<file path="config.mk">
export PLATFORM = sky130hd
export DESIGN_NAME = axi_cdc_intf
export DESIGN_NICKNAME = d
export VERILOG_FILES = /design/src/rtl/axi_cdc_intf.sv
export SDC_FILE = /design/constraint.sdc
export NUM_CORES = 1
export LEC_CHECK = 0
export BUFFER_PORTS_ARGS = -buffer_cell sky130_fd_sc_hd__buf_2
export CAP_MARGIN = 20
export CORE_AREA = 2 2 242 244
export CTS_CLUSTER_DIAMETER = 30
export CTS_CLUSTER_SIZE = 20
export DETAILED_ROUTE_END_ITERATION = 7
export DIE_AREA = 0 0 244 246
export PLACE_DENSITY = 0.69
export RECOVER_POWER = 100
export SKIP_LAST_GASP = 1
export SLEW_MARGIN = 10
export SYNTH_ARGS = -nofsm -noshare
export SYNTH_HDL_FRONTEND = slang
export SYNTH_SLANG_ARGS = --single-unit
</file>
<file path="constraint.sdc">
create_clock -name clk_i -period 4 [get_ports clk_i]
set_clock_uncertainty 0.1 [all_clocks]
set_input_delay 0.8 -clock clk_i [delete_from_list [all_inputs] [get_ports clk_i]]
set_output_delay 0.8 -clock clk_i [all_outputs]
set_load 0.1 [all_outputs]
</file>
<file path="src/rtl/axi_cdc_intf.sv">
// AXI register-slice style decoupler: each of the five channels is an independent
// 2-entry FIFO with registered ready, one-cycle latency and full throughput.
module axi_cdc_fifo #(
  parameter int DATA_W = 8
) (
  input  logic              clk_i,
  input  logic              rst_ni,
  input  logic              i_valid,
  input  logic [DATA_W-1:0] i_data,
  output logic              o_ready,
  output logic              o_valid,
  output logic [DATA_W-1:0] o_data,
  input  logic              i_ready
);
  logic [DATA_W-1:0] r_mem [2];
  logic [1:0]        r_wptr, r_rptr;
  logic              r_ready;
  logic              w_empty, w_push, w_pop, w_full_nxt;
  logic [1:0]        w_wptr_nxt, w_rptr_nxt;

  assign w_empty    = (r_wptr == r_rptr);
  assign w_push     = i_valid && r_ready;
  assign w_pop      = !w_empty && i_ready;
  assign w_wptr_nxt = r_wptr + {1'b0, w_push};
  assign w_rptr_nxt = r_rptr + {1'b0, w_pop};
  // Full when index bits match but wrap bits differ; ready is registered from this.
  assign w_full_nxt = (w_wptr_nxt[0] == w_rptr_nxt[0]) && (w_wptr_nxt[1] != w_rptr_nxt[1]);

  assign o_ready = r_ready;
  assign o_valid = !w_empty;
  assign o_data  = r_mem[r_rptr[0]];

  always_ff @(posedge clk_i or negedge rst_ni) begin
    if (!rst_ni) begin
      r_wptr   <= '0;
      r_rptr   <= '0;
      r_ready  <= 1'b0;
      r_mem[0] <= '0;
      r_mem[1] <= '0;
    end else begin
      r_wptr  <= w_wptr_nxt;
      r_rptr  <= w_rptr_nxt;
      r_ready <= !w_full_nxt;
      if (w_push) r_mem[r_wptr[0]] <= i_data;
    end
  end
endmodule

module axi_cdc_intf #(
  parameter int AXI_ADDR_WIDTH = 32,
  parameter int AXI_DATA_WIDTH = 64,
  parameter int AXI_ID_WIDTH   = 6,
  parameter int AXI_USER_WIDTH = 1
) (
  input  logic                        clk_i,
  input  logic                        rst_ni,
  // slave AW
  input  logic [AXI_ID_WIDTH-1:0]     s_aw_id,
  input  logic [AXI_ADDR_WIDTH-1:0]   s_aw_addr,
  input  logic [7:0]                  s_aw_len,
  input  logic [2:0]                  s_aw_size,
  input  logic [1:0]                  s_aw_burst,
  input  logic                        s_aw_lock,
  input  logic [3:0]                  s_aw_cache,
  input  logic [2:0]                  s_aw_prot,
  input  logic [3:0]                  s_aw_qos,
  input  logic [3:0]                  s_aw_region,
  input  logic [5:0]                  s_aw_atop,
  input  logic [AXI_USER_WIDTH-1:0]   s_aw_user,
  input  logic                        s_aw_valid,
  output logic                        s_aw_ready,
  // slave W
  input  logic [AXI_DATA_WIDTH-1:0]   s_w_data,
  input  logic [AXI_DATA_WIDTH/8-1:0] s_w_strb,
  input  logic                        s_w_last,
  input  logic [AXI_USER_WIDTH-1:0]   s_w_user,
  input  logic                        s_w_valid,
  output logic                        s_w_ready,
  // slave B
  output logic [AXI_ID_WIDTH-1:0]     s_b_id,
  output logic [1:0]                  s_b_resp,
  output logic [AXI_USER_WIDTH-1:0]   s_b_user,
  output logic                        s_b_valid,
  input  logic                        s_b_ready,
  // slave AR
  input  logic [AXI_ID_WIDTH-1:0]     s_ar_id,
  input  logic [AXI_ADDR_WIDTH-1:0]   s_ar_addr,
  input  logic [7:0]                  s_ar_len,
  input  logic [2:0]                  s_ar_size,
  input  logic [1:0]                  s_ar_burst,
  input  logic                        s_ar_lock,
  input  logic [3:0]                  s_ar_cache,
  input  logic [2:0]                  s_ar_prot,
  input  logic [3:0]                  s_ar_qos,
  input  logic [3:0]                  s_ar_region,
  input  logic [AXI_USER_WIDTH-1:0]   s_ar_user,
  input  logic                        s_ar_valid,
  output logic                        s_ar_ready,
  // slave R
  output logic [AXI_ID_WIDTH-1:0]     s_r_id,
  output logic [AXI_DATA_WIDTH-1:0]   s_r_data,
  output logic [1:0]                  s_r_resp,
  output logic                        s_r_last,
  output logic [AXI_USER_WIDTH-1:0]   s_r_user,
  output logic                        s_r_valid,
  input  logic                        s_r_ready,
  // master AW
  output logic [AXI_ID_WIDTH-1:0]     m_aw_id,
  output logic [AXI_ADDR_WIDTH-1:0]   m_aw_addr,
  output logic [7:0]                  m_aw_len,
  output logic [2:0]                  m_aw_size,
  output logic [1:0]                  m_aw_burst,
  output logic                        m_aw_lock,
  output logic [3:0]                  m_aw_cache,
  output logic [2:0]                  m_aw_prot,
  output logic [3:0]                  m_aw_qos,
  output logic [3:0]                  m_aw_region,
  output logic [5:0]                  m_aw_atop,
  output logic [AXI_USER_WIDTH-1:0]   m_aw_user,
  output logic                        m_aw_valid,
  input  logic                        m_aw_ready,
  // master W
  output logic [AXI_DATA_WIDTH-1:0]   m_w_data,
  output logic [AXI_DATA_WIDTH/8-1:0] m_w_strb,
  output logic                        m_w_last,
  output logic [AXI_USER_WIDTH-1:0]   m_w_user,
  output logic                        m_w_valid,
  input  logic                        m_w_ready,
  // master B
  input  logic [AXI_ID_WIDTH-1:0]     m_b_id,
  input  logic [1:0]                  m_b_resp,
  input  logic [AXI_USER_WIDTH-1:0]   m_b_user,
  input  logic                        m_b_valid,
  output logic                        m_b_ready,
  // master AR
  output logic [AXI_ID_WIDTH-1:0]     m_ar_id,
  output logic [AXI_ADDR_WIDTH-1:0]   m_ar_addr,
  output logic [7:0]                  m_ar_len,
  output logic [2:0]                  m_ar_size,
  output logic [1:0]                  m_ar_burst,
  output logic                        m_ar_lock,
  output logic [3:0]                  m_ar_cache,
  output logic [2:0]                  m_ar_prot,
  output logic [3:0]                  m_ar_qos,
  output logic [3:0]                  m_ar_region,
  output logic [AXI_USER_WIDTH-1:0]   m_ar_user,
  output logic                        m_ar_valid,
  input  logic                        m_ar_ready,
  // master R
  input  logic [AXI_ID_WIDTH-1:0]     m_r_id,
  input  logic [AXI_DATA_WIDTH-1:0]   m_r_data,
  input  logic [1:0]                  m_r_resp,
  input  logic                        m_r_last,
  input  logic [AXI_USER_WIDTH-1:0]   m_r_user,
  input  logic                        m_r_valid,
  output logic                        m_r_ready
);
  localparam int AR_W = AXI_ID_WIDTH + AXI_ADDR_WIDTH + 8 + 3 + 2 + 1 + 4 + 3 + 4 + 4 + AXI_USER_WIDTH;
  localparam int AW_W = AR_W + 6;
  localparam int W_W  = AXI_DATA_WIDTH + AXI_DATA_WIDTH/8 + 1 + AXI_USER_WIDTH;
  localparam int B_W  = AXI_ID_WIDTH + 2 + AXI_USER_WIDTH;
  localparam int R_W  = AXI_ID_WIDTH + AXI_DATA_WIDTH + 2 + 1 + AXI_USER_WIDTH;

  logic [AW_W-1:0] w_aw_in, w_aw_out;
  logic [W_W-1:0]  w_w_in,  w_w_out;
  logic [B_W-1:0]  w_b_in,  w_b_out;
  logic [AR_W-1:0] w_ar_in, w_ar_out;
  logic [R_W-1:0]  w_r_in,  w_r_out;

  assign w_aw_in = {s_aw_id, s_aw_addr, s_aw_len, s_aw_size, s_aw_burst, s_aw_lock,
                    s_aw_cache, s_aw_prot, s_aw_qos, s_aw_region, s_aw_atop, s_aw_user};
  assign {m_aw_id, m_aw_addr, m_aw_len, m_aw_size, m_aw_burst, m_aw_lock,
          m_aw_cache, m_aw_prot, m_aw_qos, m_aw_region, m_aw_atop, m_aw_user} = w_aw_out;

  assign w_w_in = {s_w_data, s_w_strb, s_w_last, s_w_user};
  assign {m_w_data, m_w_strb, m_w_last, m_w_user} = w_w_out;

  assign w_b_in = {m_b_id, m_b_resp, m_b_user};
  assign {s_b_id, s_b_resp, s_b_user} = w_b_out;

  assign w_ar_in = {s_ar_id, s_ar_addr, s_ar_len, s_ar_size, s_ar_burst, s_ar_lock,
                    s_ar_cache, s_ar_prot, s_ar_qos, s_ar_region, s_ar_user};
  assign {m_ar_id, m_ar_addr, m_ar_len, m_ar_size, m_ar_burst, m_ar_lock,
          m_ar_cache, m_ar_prot, m_ar_qos, m_ar_region, m_ar_user} = w_ar_out;

  assign w_r_in = {m_r_id, m_r_data, m_r_resp, m_r_last, m_r_user};
  assign {s_r_id, s_r_data, s_r_resp, s_r_last, s_r_user} = w_r_out;

  // Forward channels push from the slave side, backward channels from the master side.
  axi_cdc_fifo #(.DATA_W(AW_W)) u_aw (
    .clk_i(clk_i), .rst_ni(rst_ni), .i_valid(s_aw_valid), .i_data(w_aw_in), .o_ready(s_aw_ready),
    .o_valid(m_aw_valid), .o_data(w_aw_out), .i_ready(m_aw_ready));
  axi_cdc_fifo #(.DATA_W(W_W)) u_w (
    .clk_i(clk_i), .rst_ni(rst_ni), .i_valid(s_w_valid), .i_data(w_w_in), .o_ready(s_w_ready),
    .o_valid(m_w_valid), .o_data(w_w_out), .i_ready(m_w_ready));
  axi_cdc_fifo #(.DATA_W(B_W)) u_b (
    .clk_i(clk_i), .rst_ni(rst_ni), .i_valid(m_b_valid), .i_data(w_b_in), .o_ready(m_b_ready),
    .o_valid(s_b_valid), .o_data(w_b_out), .i_ready(s_b_ready));
  axi_cdc_fifo #(.DATA_W(AR_W)) u_ar (
    .clk_i(clk_i), .rst_ni(rst_ni), .i_valid(s_ar_valid), .i_data(w_ar_in), .o_ready(s_ar_ready),
    .o_valid(m_ar_valid), .o_data(w_ar_out), .i_ready(m_ar_ready));
  axi_cdc_fifo #(.DATA_W(R_W)) u_r (
    .clk_i(clk_i), .rst_ni(rst_ni), .i_valid(m_r_valid), .i_data(w_r_in), .o_ready(m_r_ready),
    .o_valid(s_r_valid), .o_data(w_r_out), .i_ready(s_r_ready));
endmodule

</file>
==> impl_summary.txt, run 1 <==
----------------------------------------------------
[STA]
  Slew at the pin with the worst max-slew slack ... 2480 ps
  Number of max-slew violations in the final report ... 317
  Final setup violation count ... 0
  Setup TNS after final layout ... 0 ps
  Upper clock frequency limit ... 0.268 GHz
  Setup repair after global routing missed its margin ... false
  Minimum clock period ... 3720 ps
  Relative slew slack ... -0.654
  Final period utilization ... 0.931
  Count of final hold-check violations ... 0

[Routing]
  Number of design-rule violations left by the first detailed-router iteration ... 611
  Detail-routed net length per standard cell ... 21.6 um
  Via count of the routed design ... 17011
  Pre-antenna DRT Iters ... 4
  Vias per inst ... 5.19
  DRC Markers ... 0
  Total wire length ... 70800 um
  Post-detailed-route count of antenna-violating nets ... 0

[Global routing]
  Maximum number of pins on one net before global-route repair ... 88
  Via count of the first global-routing pass ... 19066
  Overall track demand over capacity in global routing ... 0.236
  Sum of overflow across all layers after global routing ... 0
  Antenna violations before repair ... 32
  Wire length of the first global-routing pass ... 109000 um

[Cells and area]
  Final design area excluding fillers ... 35200 um2
  # nets final ... 2714
  Synthesis-to-finish area growth ... 29.3%
  Layout cell share with drive strength beyond 1 ... 0.668

[Status]
  Status ... complete, but fails checks
  Failing checks ... capacitance limit, slew limit

[Setup path]
  Data arrival time of the critical path ... 2820 ps
  Critical path data required time ... 3100 ps
  Type of element capturing the critical path ... output port
  Worst setup path category ... flop to output port
  Startpoint types ... flop
  Largest fanout on the critical path ... 26

[Clocking]
  Inserted Clock Buffers ... 133
  Setup Buffers After CTS ... 0
  Clock latency on the worst-skew pair ... 680 ps
  Post-cts hold buffer count ... 0
  Maximum root-to-sink buffer count ... 3
  H-tree Lvls ... 4
  Clock Tree Root ... sky130_fd_sc_hd__clkbuf_16
  Total of cells resized after clock tree synthesis ... 0
  TritonCTS clock tree ... yes
  Clock slew seen by the registers of the worst setup and hold paths ... 40 ps
  Number of clock sinks ... 623

[Placement]
  HPWL after detailed placement ... 49700 um
  Count of buffers from port buffering ... 619
  Dpl cell area ... 31100 um2
  Last weighted congestion value of the routability-driven placer ... 0.876

[Floorplanning]
  Core Box Area ... 57400 um2
  Initial Utilization ... 0.475
  Vert. Die Dim ... 246 um
  Number of cell rows ... 88
  Total I/O pin count ... 620
  Die Area ... 60000 um2
  Chip width ... 244 um

[Synthesis]
  Number of nets in the synthesized netlist ... 2020
  Fraction of the yosys area taken by sequential cells ... 0.572
  Count of unique library cells instantiated by Yosys ... 16
  Number of synthesized register bits ... 623
  Count of mapped cells out of synthesis ... 1694
  Ys Warns ... 0
  Mean instance size in the synthesized netlist ... 16.1 um2
  Post-synthesis instance area ... 27300 um2

[Flow run]
  Number of maximum-capacitance violations ... 7

[Worst hold path]
  Path type of the worst min-delay path ... primary input to flop

----------------------------------------------------
[cell families after synthesis]
group,share of synthesized area
mux,0.376
flops,0.572
buf+inv,0.0302
xor+xnor,0.0112
simple gates,0.00367
fa+ha+maj,0.00689
[critical path: stages (launching register included)]
cell and delay [ps]:
sky130_fd_sc_hd__dfrtp_4 650, sky130_fd_sc_hd__clkbuf_2 660, sky130_fd_sc_hd__mux2_2 430, sky130_fd_sc_hd__clkbuf_2 370
[cells in the mapped netlist (all sizes together)]
cell type    n  area share
clkbuf       1     0.00018
xor2        20      0.0079
inv         10      0.0014
mux2       897        0.38
ha          15      0.0069
and2        10      0.0023
dfrtp      623        0.57
buf         98       0.029
xnor2       10      0.0032
nand2       10      0.0014
[stage by stage]
step	setup WS, ps	hold WS, ps	util	std cells
floorplan	1480	375	-	1694
detailed placement	1170	390	0.542	3018
finish	275	244	0.614	3276
CTS	413	41.6	0.622	3256
global route	168	217	0.614	3275
global placement	1190	383	0.542	3018
[registers in the layout, summed over array words and instances, names as in the netlist, 2 cells and up]
| signal | flops |
|---|---|
| u_ar.r_wptr | 2 |
| u_aw.r_wptr | 2 |
| u_w.r_mem | 148 |
| u_r.r_mem | 148 |
| u_aw.r_mem | 148 |
| u_b.r_mem | 18 |
| u_r.r_rptr | 2 |
| u_w.r_rptr | 2 |
| u_b.r_rptr | 2 |
| u_w.r_wptr | 2 |
| u_r.r_wptr | 2 |
| u_aw.r_rptr | 2 |
| u_ar.r_rptr | 2 |
| u_b.r_wptr | 2 |
| u_ar.r_mem | 136 |
[layout make-up]
type                            instances  area [um2]
Antenna cell                           20        50.0
Clock buffer                          169        3620
Clock inverter                         69         916
Fill cell                            4452       22100
Inverter                               10        37.5
Multi-Input combinational cell        962       10700
Sequential cell                       623       15600
Tap cell                              765         957
Timing Repair Buffer                  658        3350
[layout by cell type, fill, tap and decap left out, types with 3 or more instances in the layout]
cell type,count
sky130_fd_sc_hd__and2_0,8
sky130_fd_sc_hd__buf_12,10
sky130_fd_sc_hd__buf_2,323
sky130_fd_sc_hd__bufinv_16,15
sky130_fd_sc_hd__clkbuf_1,103
sky130_fd_sc_hd__clkbuf_16,134
sky130_fd_sc_hd__clkbuf_2,240
sky130_fd_sc_hd__clkbuf_8,14
sky130_fd_sc_hd__clkinv_2,25
sky130_fd_sc_hd__clkinv_4,4
sky130_fd_sc_hd__clkinv_8,6
sky130_fd_sc_hd__clkinvlp_4,11
sky130_fd_sc_hd__dfrtp_1,619
sky130_fd_sc_hd__dfrtp_2,3
sky130_fd_sc_hd__diode_2,20
sky130_fd_sc_hd__ha_1,15
sky130_fd_sc_hd__inv_1,10
sky130_fd_sc_hd__inv_16,3
sky130_fd_sc_hd__inv_6,4
sky130_fd_sc_hd__mux2_1,29
sky130_fd_sc_hd__mux2_2,855
sky130_fd_sc_hd__mux2_4,13
sky130_fd_sc_hd__nand2_1,10
sky130_fd_sc_hd__xnor2_1,10
sky130_fd_sc_hd__xor2_1,20
[routing by layer]
layer  global-route usage  up-vias  routed length (um)
met2                0.402      496               36500
met4                0.121       22                2660
met1                0.265     8792               27100
li1                     -     7519                   -
met3               0.0782      182                4350
met5                    0        -                 148
[worst paths after layout]
path,from,end,slack (ps),cells past startpoint
worst min register to register,u_ar.r_mem[134],u_ar.r_mem[134],380,1
min in group asynchronous,rst_ni,u_ar.r_mem[25],770,1
worst min-delay path,s_ar_id[3],u_ar.r_mem[65],240,2
max in group asynchronous,rst_ni,u_w.r_mem[120],840,3
worst max register to register,u_aw.o_ready,u_aw.r_mem[82],660,4
worst max-delay path,u_ar.r_rptr[0],m_ar_addr[20],280,3
Power of run 1 is left out: the tool's default activity adds up to more than one toggle a clock period on the data nets, which glitch-free logic cannot reach.
==> inputs of run 2 (changes only) <==
--- a/config.mk
+++ b/config.mk
@@ -12,7 +12,7 @@
 export CTS_CLUSTER_SIZE = 20
 export DETAILED_ROUTE_END_ITERATION = 7
 export DIE_AREA = 0 0 244 246
-export PLACE_DENSITY = 0.69
+export PLACE_DENSITY = 0.78
 export RECOVER_POWER = 100
 export SKIP_LAST_GASP = 1
 export SLEW_MARGIN = 10
==> impl_summary.txt, run 2 (synthesized netlist as in run 1, its figures left out) <==
----------------------------------------------------
[Floorplanning]
  Chip width ... 244 um (unchanged)
  Vert. Die Dim ... 246 um (unchanged)
  Initial Utilization ... 0.475 (unchanged)
  Die Area ... 60000 um2 (unchanged)
  Total I/O pin count ... 620 (unchanged)
  Core Box Area ... 57400 um2 (unchanged)
  Number of cell rows ... 88 (unchanged)

[Placement]
  Last weighted congestion value of the routability-driven placer ... 0.863 (-1.5%)
  HPWL after detailed placement ... 46100 um (-7.3%)
  Count of buffers from port buffering ... 619 (unchanged)

[Global routing]
  Met3 track demand over resource in global routing ... 0.0594 (-0.0188)
  GR met1 Demand/Resource ... 0.249 (-0.0163)
  Wire length of the first global-routing pass ... 105000 um (-4.2%)
  Maximum number of pins on one net before global-route repair ... 103 (+17%)
  Antenna violations before repair ... 32 (unchanged)
  Most Used Layer, Global Route ... met2
  Overall track demand over capacity in global routing ... 0.222 (-0.0141)
  Sum of overflow across all layers after global routing ... 0 (unchanged)
  GR Layer Usage met2 ... 0.382 (-0.0202)
  Via count of the first global-routing pass ... 19064 (-0.010%)

[Cells and area]
  Biggest registers after layout ... u_aw.r_mem: 148 flops, u_r.r_mem: 148 flops, u_w.r_mem: 148 flops
  # nets final ... 2696 (-0.66%)
  Total area of sequential cells ... 15600 um2 (about the same)
  Layout cell share with drive strength beyond 1 ... 0.626 (-0.0426)
  Multi-input combinational cell area ... 10700 um2 (+0.35%)
  Count of filler cells inserted in the layout ... 4354 (-2.2%)
  Commonest cells after routing, fill and taps aside ... sky130_fd_sc_hd__mux2_2 (854), sky130_fd_sc_hd__dfrtp_1 (619), sky130_fd_sc_hd__buf_2 (338)
  Synthesis-to-finish area growth ... 27.4%
  Most common cell after layout, fill and taps aside ... sky130_fd_sc_hd__mux2_2

[Clocking]
  Clock Tree Root ... sky130_fd_sc_hd__clkbuf_16
  Post-cts hold buffer count ... 0 (unchanged)
  Clock slew seen by the registers of the worst setup and hold paths ... 50 ps (about the same)
  Number of clock sinks ... 623 (unchanged)
  Setup Buffers After CTS ... 0 (unchanged)
  TritonCTS clock tree ... yes
  Inserted Clock Buffers ... 117 (-12%)
  Clock latency on the worst-skew pair ... 660 ps (-20 ps)
  Total of cells resized after clock tree synthesis ... 0 (unchanged)
  H-tree Lvls ... 3 (-1)
  Maximum root-to-sink buffer count ... 3 (unchanged)

[Setup path]
  Startpoint types ... flop
  Largest stage delay on the critical path ... 880 ps (+220 ps)
  CP max stage cell ... sky130_fd_sc_hd__clkbuf_1
  Data arrival time of the critical path ... 2760 ps (-60 ps)
  Cells along the critical path ... buf_4 -> mux2_2 -> clkbuf_1
  FF-to-FF setup slack ... 520 ps (-140 ps)
  Capture instance of the worst register-to-register path ... u_ar.r_mem[108]
  Worst setup path category ... flop to output port
  Largest fanout on the critical path ... 49 (+88%)
  Origin of the critical flop-to-flop path ... u_ar.o_ready
  Type of element capturing the critical path ... output port
  Reg2reg path depth ... 4 (unchanged)
  Critical path data required time ... 3100 ps (about the same)

[STA]
  Upper clock frequency limit ... 0.273 GHz (+1.8%)
  Final period utilization ... 0.915 (-0.0165)
  Setup repair after global routing missed its margin ... false
  Count of final hold-check violations ... 0 (unchanged)
  Minimum clock period ... 3660 ps (-66.1 ps)
  Slew at the pin with the worst max-slew slack ... 2900 ps (+415 ps)
  Relative slew slack ... -0.931 (-0.277)
  Final setup violation count ... 0 (unchanged)
  Setup TNS after final layout ... 0 ps (unchanged)
  Number of max-slew violations in the final report ... 543 (+71%)

[Flow run]
  Number of maximum-capacitance violations ... 11 (+4)

[Routing]
  Post-detailed-route count of antenna-violating nets ... 0 (unchanged)
  Total wire length ... 67800 um (-4.3%)
  Detail-routed net length per standard cell ... 20.8 um (-4.0%)
  Pre-antenna DRT Iters ... 4 (unchanged)
  Vias per inst ... 5.14 (-1.1%)
  DRC Markers ... 0 (unchanged)
  Number of design-rule violations left by the first detailed-router iteration ... 621 (+1.6%)
  Via count of the routed design ... 16767 (-1.4%)

[Worst hold path]
  Path type of the worst min-delay path ... primary input to flop
  Worst Hold Depth ... 2 (unchanged)
  Hold Startpoint ... s_aw_addr[5]
  Worst Hold End ... u_aw.r_mem[115]

[Status]
  Failing checks ... capacitance limit, slew limit
  Status ... complete, but fails checks

----------------------------------------------------
run 2: cell type report:
class / instances / share of cell area
multi-input combinational: 962 / 0.309
tap: 765 / 0.0276
clock inverter: 77 / 0.0273
clock buffer: 144 / 0.0924
inverter: 10 / 0.00108
sequential: 623 / 0.449
timing repair buffer: 656 / 0.0914
antenna: 27 / 0.00195
run 2: worst max-delay path by stage:
stage,endpoint,startpoint,cells after the start
4_1_cts,m_ar_addr[10],u_ar.r_rptr[0],3
2_1_floorplan,u_ar.o_ready,u_ar.r_rptr[0],9
6_report,s_r_data[31],u_r.r_rptr[0],3
5_1_grt,s_r_data[31],u_r.r_rptr[0],3
3_3_place_gp,m_ar_addr[10],u_ar.r_rptr[0],3
3_5_place_dp,m_ar_addr[10],u_ar.r_rptr[0],3
run 2: routing by layer:
| layer | up-vias | share of wire | wire (um) |
|---|---|---|---|
| li1 | 7470 | - | - |
| met1 | 8542 | 0.37 | 25200 |
| met2 | 539 | 0.51 | 34800 |
| met3 | 204 | 0.065 | 4390 |
| met4 | 12 | 0.049 | 3330 |
| met5 | - | 0.00096 | 65 |
run 2: through the flow:
stage / setup slack, ps / hold WS, ps / instances / instance area [um2] / util
floorplan: 1480 / 375 / 1694 / 27300 / -
global placement: 1290 / 383 / 3016 / 31000 / 0.541
detailed placement: 1250 / 390 / 3016 / 31000 / 0.541
CTS: 533 / 92.8 / 3237 / 35200 / 0.613
global route: 254 / 255 / 3262 / 34700 / 0.605
finish: 341 / 280 / 3264 / 34700 / 0.605
run 2: critical path, delay by kind of cell (launching register included):
kind     cells  cell delay, ps
buf+inv      2            1450
flops        1             350
mux          1             290
Power of run 2 is left out for the same reason.
==> inputs of run 3 (changes only) <==
--- a/config.mk
+++ b/config.mk
@@ -14,6 +14,7 @@
 export DIE_AREA = 0 0 244 246
 export PLACE_DENSITY = 0.78
 export RECOVER_POWER = 100
+export REMOVE_ABC_BUFFERS = 1
 export SKIP_LAST_GASP = 1
 export SLEW_MARGIN = 10
 export SYNTH_ARGS = -nofsm -noshare
==> impl_summary.txt, run 3 (synthesized netlist as in run 1, its figures left out) <==
----------------------------------------------------
[Global routing]
  Wire length of the first global-routing pass ... 107000 um (+1.8%)
  Maximum number of pins on one net before global-route repair ... 105 (+1.9%)
  Antenna violations before repair ... 34 (+6.3%)
  Via count of the first global-routing pass ... 19202 (+0.72%)
  Overall track demand over capacity in global routing ... 0.226 (+0.00402)
  Sum of overflow across all layers after global routing ... 0 (unchanged)

[STA]
  Setup TNS after final layout ... 0 ps (unchanged)
  Relative slew slack ... -0.770 (+0.161)
  Final period utilization ... 0.922 (+0.00759)
  Number of max-slew violations in the final report ... 557 (+2.6%)
  Minimum clock period ... 3690 ps (+30.3 ps)
  Count of final hold-check violations ... 0 (unchanged)
  Setup repair after global routing missed its margin ... false
  Upper clock frequency limit ... 0.271 GHz (-0.82%)
  Setup WS post-layout ... 311 ps (-30.3 ps)
  Final setup violation count ... 0 (unchanged)
  Slew at the pin with the worst max-slew slack ... 2660 ps (-241 ps)

[Floorplanning]
  Chip width ... 244 um (unchanged)
  Total I/O pin count ... 620 (unchanged)
  Core Box Area ... 57400 um2 (unchanged)
  Die Area ... 60000 um2 (unchanged)
  Vert. Die Dim ... 246 um (unchanged)
  Number of cell rows ... 88 (unchanged)
  Initial Utilization ... 0.475 (unchanged)

[Cells and area]
  Most common cell after layout, fill and taps aside ... sky130_fd_sc_hd__mux2_2
  # nets final ... 2696 (unchanged)
  Synthesis-to-finish area growth ... 28.2%
  Commonest cells after routing, fill and taps aside ... sky130_fd_sc_hd__mux2_2 (855), sky130_fd_sc_hd__dfrtp_1 (619), sky130_fd_sc_hd__buf_2 (322)
  Utilization after layout ... 0.609 (+0.00382)
  Count of filler cells inserted in the layout ... 4395 (+0.94%)
  Biggest registers after layout ... u_aw.r_mem: 148 flops, u_r.r_mem: 148 flops, u_w.r_mem: 148 flops
  Layout cell share with drive strength beyond 1 ... 0.624 (-0.00157)
  Post-route insts no fill ... 3265 (+0.031%)

[Clocking]
  Number of clock sinks ... 623 (unchanged)
  Inserted Clock Buffers ... 119 (+1.7%)
  Clock latency on the worst-skew pair ... 670 ps (about the same)
  Clock Tree Root ... sky130_fd_sc_hd__clkbuf_16
  H-tree Lvls ... 3 (unchanged)
  Post-cts hold buffer count ... 0 (unchanged)
  Clock slew seen by the registers of the worst setup and hold paths ... 50 ps (about the same)
  TritonCTS clock tree ... yes
  Setup Buffers After CTS ... 0 (unchanged)
  Maximum root-to-sink buffer count ... 3 (unchanged)
  Total of cells resized after clock tree synthesis ... 0 (unchanged)

[Setup path]
  Worst setup path category ... flop to output port
  Data arrival time of the critical path ... 2790 ps (+30 ps)
  Largest fanout on the critical path ... 33 (-33%)
  Type of element capturing the critical path ... output port
  Critical path data required time ... 3100 ps (about the same)
  Startpoint types ... flop

[Routing]
  Via count of the routed design ... 16995 (+1.4%)
  Detail-routed net length per standard cell ... 21.2 um (+2.2%)
  Vias per inst ... 5.21 (+1.3%)
  Number of design-rule violations left by the first detailed-router iteration ... 548 (-12%)
  Post-detailed-route count of antenna-violating nets ... 0 (unchanged)
  DRC Markers ... 0 (unchanged)
  Total wire length ... 69300 um (+2.2%)
  Pre-antenna DRT Iters ... 5 (+1)

[Status]
  Status ... complete, but fails checks
  Failing checks ... capacitance limit, slew limit

[Placement]
  Last weighted congestion value of the routability-driven placer ... 0.861 (-0.26%)
  Placed insts ... 3014 (-0.066%)
  Count of buffers from port buffering ... 619 (unchanged)
  HPWL after detailed placement ... 47500 um (+3.0%)
  Setup slack after placement ... 1190 ps (-58.5 ps)

[Worst hold path]
  Path type of the worst min-delay path ... primary input to asynchronous set/reset pin

[Flow run]
  Number of maximum-capacitance violations ... 14 (+3)

----------------------------------------------------
run 3: final cells by class:
| cell class | count | area, um2 | area share |
|---|---|---|---|
| sequential | 623 | 15600 | 0.446 |
| multi-input combinational | 962 | 10700 | 0.306 |
| clock buffer | 155 | 3310 | 0.0948 |
| timing repair buffer | 654 | 3170 | 0.0907 |
| clock inverter | 71 | 1110 | 0.0317 |
| tap | 765 | 957 | 0.0274 |
| antenna | 25 | 62.6 | 0.00179 |
| inverter | 10 | 37.5 | 0.00107 |
run 3: per-layer routing:
layer / wire (um) / up-vias / track usage
met4: 3260 / 18 / 0.129
met3: 4410 / 197 / 0.0667
met1: 25500 / 8762 / 0.252
met5: 127 / - / 0
met2: 36000 / 534 / 0.388
li1: - / 7484 / -
run 3: critical path, cell delays in order, from the launching register on:
cell and delay (ps):
sky130_fd_sc_hd__dfrtp_2 900, sky130_fd_sc_hd__mux2_2 300, sky130_fd_sc_hd__clkbuf_1 920
run 3: final timing paths:
kind | cells past startpoint | slack, ps | endpoint | from
min reg2reg | 1 | 380 | u_ar.r_mem[116] | u_ar.r_mem[116]
min in group clk_i | 2 | 270 | u_ar.r_mem[116] | s_ar_addr[18]
max in group asynchronous | 2 | 870 | u_aw.r_mem[2] | rst_ni
max reg2reg | 4 | 650 | u_aw.r_mem[72] | u_aw.o_ready
max | 2 | 310 | m_aw_user | u_aw.r_rptr[0]
min | 1 | 70 | u_r.r_wptr[0] | rst_ni
run 3: stage by stage:
step	cell area [um2]	hold slack (ps)
after CTS	35500	107
final	34900	67.9
after detailed placement	31000	390
after global routing	34900	126
after global placement	31000	383
after floorplan	26500	375
Power of run 3 is left out for the same reason.
